### config.mk
export PLATFORM = sky130hd
export DESIGN_NAME = t_pass_mon
export DESIGN_NICKNAME = d
export VERILOG_FILES = /design/src/rtl/t_pass_mon.sv
export SDC_FILE = /design/constraint.sdc
export NUM_CORES = 1
export LEC_CHECK = 0
export CORE_MARGIN = 5
export CORE_UTILIZATION = 50
export DETAILED_ROUTE_END_ITERATION = 7
export HOLD_SLACK_MARGIN = 0.02
export PLACE_DENSITY = 0.75
export SLEW_MARGIN = 25
export SYNTH_ARGS = -nofsm -noshare
export SYNTH_HDL_FRONTEND = slang
export SYNTH_SLANG_ARGS = --single-unit
export TNS_END_PERCENT = 10
### constraint.sdc
create_clock -name clk -period 3 [get_ports clk]
set_input_delay 0.9 -clock clk [delete_from_list [all_inputs] [get_ports clk]]
set_output_delay 0.9 -clock clk [all_outputs]
set_load 0.1 [all_outputs]
### src/rtl/t_pass_mon.sv
// Result monitor: qualifies the per-subtest passedv vector into a sticky PASS/FAIL verdict.
// Optional simulation messages and $finish/$stop on verdict entry: define T_PASS_MON_DISPLAY_EN.
module t_pass_mon #(
  parameter int NUM_TESTS      = 21,
  parameter int IDX_W          = 5,
  parameter int SETTLE_CYCLES  = 4,
  parameter int STABLE_CYCLES  = 8,
  parameter int TIMEOUT_CYCLES = 1000,
  parameter int CNT_W          = 16
) (
  input  logic                 clk,
  input  logic                 reset_l,
  input  logic [NUM_TESTS-1:0] passedv,
  output logic                 done,
  output logic                 pass,
  output logic                 fail,
  output logic [1:0]           fail_code,
  output logic [IDX_W-1:0]     fail_idx,
  output logic [CNT_W-1:0]     cycles
);

  localparam int SET_W = $clog2(SETTLE_CYCLES + 1);
  localparam int STB_W = $clog2(STABLE_CYCLES + 1);
  localparam logic [SET_W-1:0] SETTLE_LAST  = SET_W'(SETTLE_CYCLES - 1);
  localparam logic [STB_W-1:0] STABLE_DONE  = STB_W'(STABLE_CYCLES);
  localparam logic [CNT_W-1:0] TIMEOUT_LAST = CNT_W'(TIMEOUT_CYCLES - 1);
  localparam logic [CNT_W-1:0] CNT_MAX      = '1;

  typedef enum logic [2:0] {S_SETTLE, S_WAIT, S_STABLE, S_PASS, S_FAIL} state_t;

  state_t               state_q, state_d;
  logic [SET_W-1:0]     settle_q, settle_d;
  logic [STB_W-1:0]     stable_q, stable_d, stableNext;
  logic [NUM_TESTS-1:0] seen_q, seen_d, drop, allSeen;
  logic [CNT_W-1:0]     cycles_q, cycles_d;
  logic                 done_q, done_d, pass_q, pass_d, fail_q, fail_d;
  logic [1:0]           code_q, code_d;
  logic [IDX_W-1:0]     idx_q, idx_d;

  function automatic logic [IDX_W-1:0] lowestIdx(input logic [NUM_TESTS-1:0] m);
    logic [IDX_W-1:0] r;
    r = '0;
    for (int i = NUM_TESTS - 1; i >= 0; i--) begin
      if (m[i]) r = IDX_W'(i);
    end
    return r;
  endfunction

  always_ff @(posedge clk or negedge reset_l) begin
    if (!reset_l) begin
      state_q  <= S_SETTLE;
      settle_q <= '0;
      stable_q <= '0;
      seen_q   <= '0;
      cycles_q <= '0;
      done_q   <= 1'b0;
      pass_q   <= 1'b0;
      fail_q   <= 1'b0;
      code_q   <= 2'd0;
      idx_q    <= '0;
    end else begin
      state_q  <= state_d;
      settle_q <= settle_d;
      stable_q <= stable_d;
      seen_q   <= seen_d;
      cycles_q <= cycles_d;
      done_q   <= done_d;
      pass_q   <= pass_d;
      fail_q   <= fail_d;
      code_q   <= code_d;
      idx_q    <= idx_d;
    end
  end

  // drop uses the mask as it stood before this sample; priority is DROP > PASS > TIMEOUT.
  always_comb begin
    state_d    = state_q;
    settle_d   = settle_q;
    stable_d   = stable_q;
    seen_d     = seen_q;
    cycles_d   = cycles_q;
    done_d     = done_q;
    pass_d     = pass_q;
    fail_d     = fail_q;
    code_d     = code_q;
    idx_d      = idx_q;
    drop       = seen_q & ~passedv;
    allSeen    = seen_q | passedv;
    stableNext = (state_q == S_WAIT) ? STB_W'(1) : stable_q + STB_W'(1);

    case (state_q)
      S_SETTLE: begin
        if (settle_q == SETTLE_LAST) state_d = S_WAIT;
        else                         settle_d = settle_q + SET_W'(1);
      end
      S_WAIT, S_STABLE: begin
        seen_d   = allSeen;
        cycles_d = (cycles_q == CNT_MAX) ? cycles_q : cycles_q + CNT_W'(1);
        if (drop != '0) begin
          state_d = S_FAIL;
          done_d  = 1'b1;
          fail_d  = 1'b1;
          code_d  = 2'd1;
          idx_d   = lowestIdx(drop);
        end else if ((&passedv) && (stableNext == STABLE_DONE)) begin
          state_d = S_PASS;
          done_d  = 1'b1;
          pass_d  = 1'b1;
        end else if (cycles_q == TIMEOUT_LAST) begin
          state_d = S_FAIL;
          done_d  = 1'b1;
          fail_d  = 1'b1;
          code_d  = 2'd2;
          idx_d   = (~allSeen != '0) ? lowestIdx(~allSeen) : lowestIdx(~passedv);
        end else if (&passedv) begin
          state_d  = S_STABLE;
          stable_d = stableNext;
        end
      end
      S_PASS, S_FAIL: ;
      default: state_d = S_SETTLE;
    endcase
  end

`ifdef T_PASS_MON_DISPLAY_EN
  always_ff @(posedge clk) begin
    if (reset_l) begin
      if (state_q != S_PASS && state_d == S_PASS) begin
        $display("*-* All Finished *-* cycles=%0d", cycles_d);
        $finish;
      end
      if (state_q != S_FAIL && state_d == S_FAIL) begin
        $display("t_pass_mon verdict FAIL code=%0d idx=%0d cycles=%0d", code_d, idx_d, cycles_d);
        $stop;
      end
    end
  end
`endif

  assign done      = done_q;
  assign pass      = pass_q;
  assign fail      = fail_q;
  assign fail_code = code_q;
  assign fail_idx  = idx_q;
  assign cycles    = cycles_q;

endmodule

* Yosys cells after proc, flatten, opt, wreduce, memory -nomap -nowiden *
Cells that the tools add are included.

storage, ports and cells
  register bits = 57
  bits of input ports = 23
  output and inout bits = 26
  word-level logic and storage cells = 132

cells by class
  add/sub/neg operators = 3
  equal/unequal tests = 11
  muxes and demuxes = 82
  bitwise logic cells = 10
  reductions and logical operators = 16

operators with widths
  kind                                                   number
  2-to-1 mux 5 bit                                       67
  NOT 21 bit                                             2
  nonzero test 21 bit                                    2
  AND reduction 25 bit                                   1
  AND 21 bit                                             1
  bitwise OR 21 bit                                      1
  AND reduction 21 bit                                   1
  adder 16 x 1 -> 16 bit, second input constant          1
  equality test 16 x 10 -> 1 bit, second input constant  1
  equality test 16 bit, second input constant            1
  2-to-1 mux 3 bit                                       5
  equality test 3 x 2 -> 1 bit, second input constant    3
  one-hot mux 3 bit (3 select lines)                     1
  AND reduction 3 bit                                    3
  2-to-1 mux 2 bit                                       3
  NOT 1 bit                                              6
  AND reduction 2 bit                                    3
  2-to-1 mux 1 bit                                       5
  != test 5 bit, second input constant                   1
  adder 4 x 1 -> 4 bit, second input constant            1
  equality test 4 bit, second input constant             1
  2-to-1 mux 4 bit                                       1
  != test 2 bit, second input constant                   2
  OR reduction 2 bit                                     2
  7 further kinds                                        7

* Logic depth before layout (Yosys ltp) *
Gate-level depths: netlist of the first run.

  depth in word-level cells = 27
  mapped depth = 9
  gate-level depth less buffers = 8

* Worst setup path before layout of the first run *
No wires, ideal clock.

  kind = register to register
  start = register cycles_q[9], in the netlist cycles[9]
  end = register cycles_q[12], in the netlist cycles[12]
  library setup time = 0.159 ns
  arrival time = 2.525 ns
  required time = 2.841 ns
  path slack = 0.316 ns
  stages on the path, launching flop included = 8
  buffers on the path = 0
  clock period less this slack = 2.684 ns
  cells stage by stage = dfrtp_1 and4_1 and4_1 a41oi_1 nand2_1 nor2_1 nand4_1 xnor2_1

between the ends
  longest elaborated chain between the ends = 3
  elaborated cells on any way between the ends = 4
  classes of those cells = 1 x add/sub; 1 x eq/ne; 1 x bitwise; 1 x reduce/logical

RTL lines
  item                                                                            line  text
  from (decl)                                                                     35    logic [CNT_W-1:0] cycles_q, cycles_d;
  from (signal assigned)                                                          66    cycles_q <= cycles_d;
  parallel branches: the longest is 3 deep, another holds adder 16 x 1 -> 16 bit  --

Parallel ways; which one is timed is not known.
A chain may end at the register's enable or synchronous reset.

* Final worst setup path of the first run *
  start = input port passedv[14]
  end = register code_q[0], in the netlist fail_code[0]

between the ends
  longest elaborated chain between the ends = 5
  elaborated cells on any way between the ends = 9
  classes of those cells = 1 x eq/ne; 1 x mux; 2 x bitwise; 5 x reduce/logical

RTL lines
  item                                                                         line  text
  from (decl)                                                                  13    input logic [NUM_TESTS-1:0] passedv,
  NOT 21 bit                                                                   87    drop = seen_q & ~passedv;
  AND 21 bit                                                                   87
  nonzero test 21 bit                                                          99    if (drop != '0) begin
  != test 2 bit (no source line) / nonzero test 2 bit (equally long branches)  --
  AND reduction 3 bit (no source line)                                         --
  to (signal assigned)                                                         70    code_q <= code_d;
  to (decl)                                                                    37    logic [1:0] code_q, code_d;

Several ways; a longest one is shown, not always the timed one.

==> metrics.yaml, run 1 <==
synthesis:
  synth_edf_count: 0
  synthMostInstantiatedCell: "dfrtp_1"
  syn_inst: 338
  ys_warn_count: 0
  ys_seq_elements: 57
  synth_area_leaders: "dfrtp_1 44%, a21o_1 4.6%, xnor2_1 3.5%"
  yosys.cell_types.count: 61
  syn_area_mm2: 0.00328
  synth_area_per_cell_um2: 9.70
  synth_ff_type: "dfrtp_1"
  async_flop_share_pct: 100
  synth_top_area_cell: "dfrtp_1"
  yosysTopAreaCellShare_pct: 43.5
  synthTopCellsByCount: "57 x dfrtp_1, 28 x nor2_1, 24 x nand2_1, 20 x a21o_1, 17 x o21ai_0"
  seq_area_frac_synth_pct: 43.5
  syn_nets: 365
cts:
  cts_tree: "yes"
  htreeDepth: 3
  postCtsSetupRepairBufs: 0
  numCtsBuffers: 9
  cts_max_path_buffers: 2
  cts_root_buf: "clkbuf_8"
  clock-sinks: 57
  postCtsHoldBufs: 0
  cts_resized: 0
  clk_pin_slew_ps: 70
  insertion_delay_ps: 340
power_and_ir_drop:
  fin_total_pwr_mw: 2.87
  internal_power_mw: 1.71
  sw_frac_of_total_pct: 40.3
  ir_drop_mv: 0.663
  p_clk_share_pct: 28.8
  leakage_nw: 1.90
  power_frac_comb_pct: 37.8
  p_switching_mw: 1.16
  power_density_mw_per_mm2: 640
  sequentialPowerShare_pct: 33.4
cells_and_area:
  nets: 483
  area_growth_pct: 36.8
  fin_util_pct: 70.6
  antenna_cells: 0
  drive_above_1_share_pct: 28.4
worst_setup_path:
  worstPathRequired_ps: 3230
  slowest_stage: "or4_1"
  reg2reg_setup_slack_ps: 600
  cp-end-kind: "flop"
  max_stage_delay_ps: 580
  critical_path.cell_chain: "clkdlybuf4s50_1, nand4_1, or4_1, and2b_2, nand3_4, nor3b_1, mux2_2"
  r2r_cells: 5
  r2r_start: "cycles[13]"
  cp-start-kind: "primary input"
  r2r_end: "fail_code[0]"
  path_class: "in -> reg"
  critPathMaxFanout: 5
  arrival_ps: 3040
routing:
  num_vias: 2999
  vias_per_cell: 5.57
  wl_um: 7890
  drtAntennaViolNets: 0
  drt-initial-drc-count: 145
  drtPass1Iterations: 4
  wire_per_inst_um: 14.7
  drc: 0
timing:
  finalMaxSlewViolations: 0
  skew_ps: 7.45
  hold_viol: 0
  fin_ws_ps: 189
  worstMarginPinSlew_ps: 643
  setup_viol: 0
  relSlewSlack_pct: 56.8
  fmax_ghz: 0.356
  finalCritPeriodShare_pct: 93.7
  fin_crit_ps: 2810
  rsz0062_at_grt: "false"
floorplanning:
  core_mm2: 0.00635
  io_pins: 49
  initial_core_util_pct: 51.6
  die_h_um: 91.0
  num_rows: 29
  die_x_um: 91.0
  dieArea_mm2: 0.00828
placement:
  port_buffers: 48
  gp_congestion: 0.843
  place_ws_ps: -191
  place_hpwl_um: 6230
min_path:
  holdCritStartpoint: "done"
  worstHoldPathCells: 1
  hold_path_class: "reg -> reg"
  whs_endpoint: "done"
run_status:
  status: "completed"
run:
  maxCapViolCount: 0
global_routing:
  grt_usage_pct: 20.3
  grt_overflow_total: 0
  first_global_vias: 2957
  grt_pass1_wl_um: 13900
  antenna_found_initial: 0
  grt_max_degree: 38
## registers in the layout, summed over array words and instances, names as in the netlist
signal and count:
seen_q 21, cycles 16, fail_idx 5, stable_q 4
settle_q 3, state_q 3, fail_code 2, done 1
fail 1, pass 1
## cells in the final DEF, fill, tap and decap left out, types with 3 or more instances in the layout
cell | Yosys | layout
o22ai_1 | 10 | 10
a21o_1 | 20 | 20
xnor2_1 | 13 | 13
nor2_1 | 28 | 28
nor2b_1 | 11 | 11
a21oi_1 | 16 | 16
o21ai_0 | 17 | 17
a211oi_1 | 6 | 6
ha_1 | 4 | 4
nand2b_1 | 15 | 15
o21bai_1 | 3 | 3
dfrtp_1 | 57 | 57
nor4_1 | 3 | 3
xor2_1 | 5 | 5
a31oi_1 | 6 | 6
o31ai_1 | 3 | 3
nand4_1 | 10 | 10
or2_2 | 6 | 6
and4_1 | 4 | 4
clkdlybuf4s50_1 | 0 | 21
nor3_1 | 8 | 8
clkbuf_8 | 0 | 11
nand2_1 | 24 | 24
mux2_2 | 4 | 4
nand3_1 | 6 | 6
inv_1 | 8 | 8
buf_4 | 0 | 89
o22a_1 | 3 | 3
## layout make-up
class,count,area [um2]
multi-input combinational,268,1800
fill,510,1860
tap,77,96.3
sequential,57,1430
clock inverter,5,77.6
clock buffer,11,151
timing repair buffer,112,903
inverter,8,30.0
## cells by family (layout without fill, tap and decap cells)
| kind of cell | count (synthesis) | after routing | share of synthesized area [%] |
|---|---|---|---|
| AOI/OAI and AO/OA | 102 | 102 | 20.9 |
| xor gates and xnor gates | 18 | 18 | 4.81 |
| adders and majority gates | 4 | 4 | 1.53 |
| buffers and inverters | 13 | 136 | 1.56 |
| DFF | 57 | 57 | 43.5 |
| muxes | 4 | 4 | 1.37 |
| and+or+nand+nor | 140 | 140 | 26.3 |
## stage by stage
stage	TNS [ps]	instances	hold slack, ps	cell area, um2
floorplan	0	338	448	3280
global placement	-1060	522	452	4260
detailed placement	-1780	522	459	4260
CTS	0	538	475	4490
global route	0	538	499	4490
finish	0	538	468	4490
## worst max-delay path, delay by kind of cell
kind	cells	cell delay [ps]
mux	1	280
buf+inv	1	490
simple gates	5	1360
## power groups by stage
stage                     clock network, mW  registers, mW  logic, mW
after floorplan                           0           1.33      0.364
after global placement                    0          0.965       1.07
after detailed placement                  0          0.968       1.09
after CTS                             0.844          0.956       1.09
after global routing                  0.887          0.974       1.16
final                                 0.825          0.960       1.08
## metal layers
metal  share of wire [%]  GRT usage, %  wire, um  vias up
met4                 1.5          5.87       116        0
met5                   0             0         0        -
met2                  47          31.5      3700       65
met1                  47          28.1      3710     1426
li1                    -             -         -     1495
met3                 4.5          5.45       357       13
## worst max path at each step
| stage | from | to | slack, ps | depth (start not counted) |
|---|---|---|---|---|
| 6_report | passedv[14] | fail_code[0] | 190 | 7 |
| 3_3_place_gp | passedv[15] | stable_q[2] | -140 | 7 |
| 2_1_floorplan | cycles[9] | cycles[12] | 320 | 7 |
| 3_5_place_dp | passedv[14] | fail_code[0] | -190 | 7 |
| 5_1_grt | passedv[16] | fail_idx[2] | 60 | 9 |
| 4_1_cts | passedv[4] | fail_code[0] | 190 | 7 |
Note: power is estimated with default switching activity, not from simulation.
==> run 2, diff against run 1 <==
ABC_CLOCK_PERIOD_IN_PS = 3000   (was not set)
CAP_MARGIN = 25   (was not set)
==> results of run 2 <==
No change in the layout: final DEF, timing and power equal those of run 1.
==> run 3, diff against run 2 <==
SLEW_MARGIN = 20   (was 25)
==> results of run 3 <==
No change in the layout: final DEF, timing and power equal those of run 1.
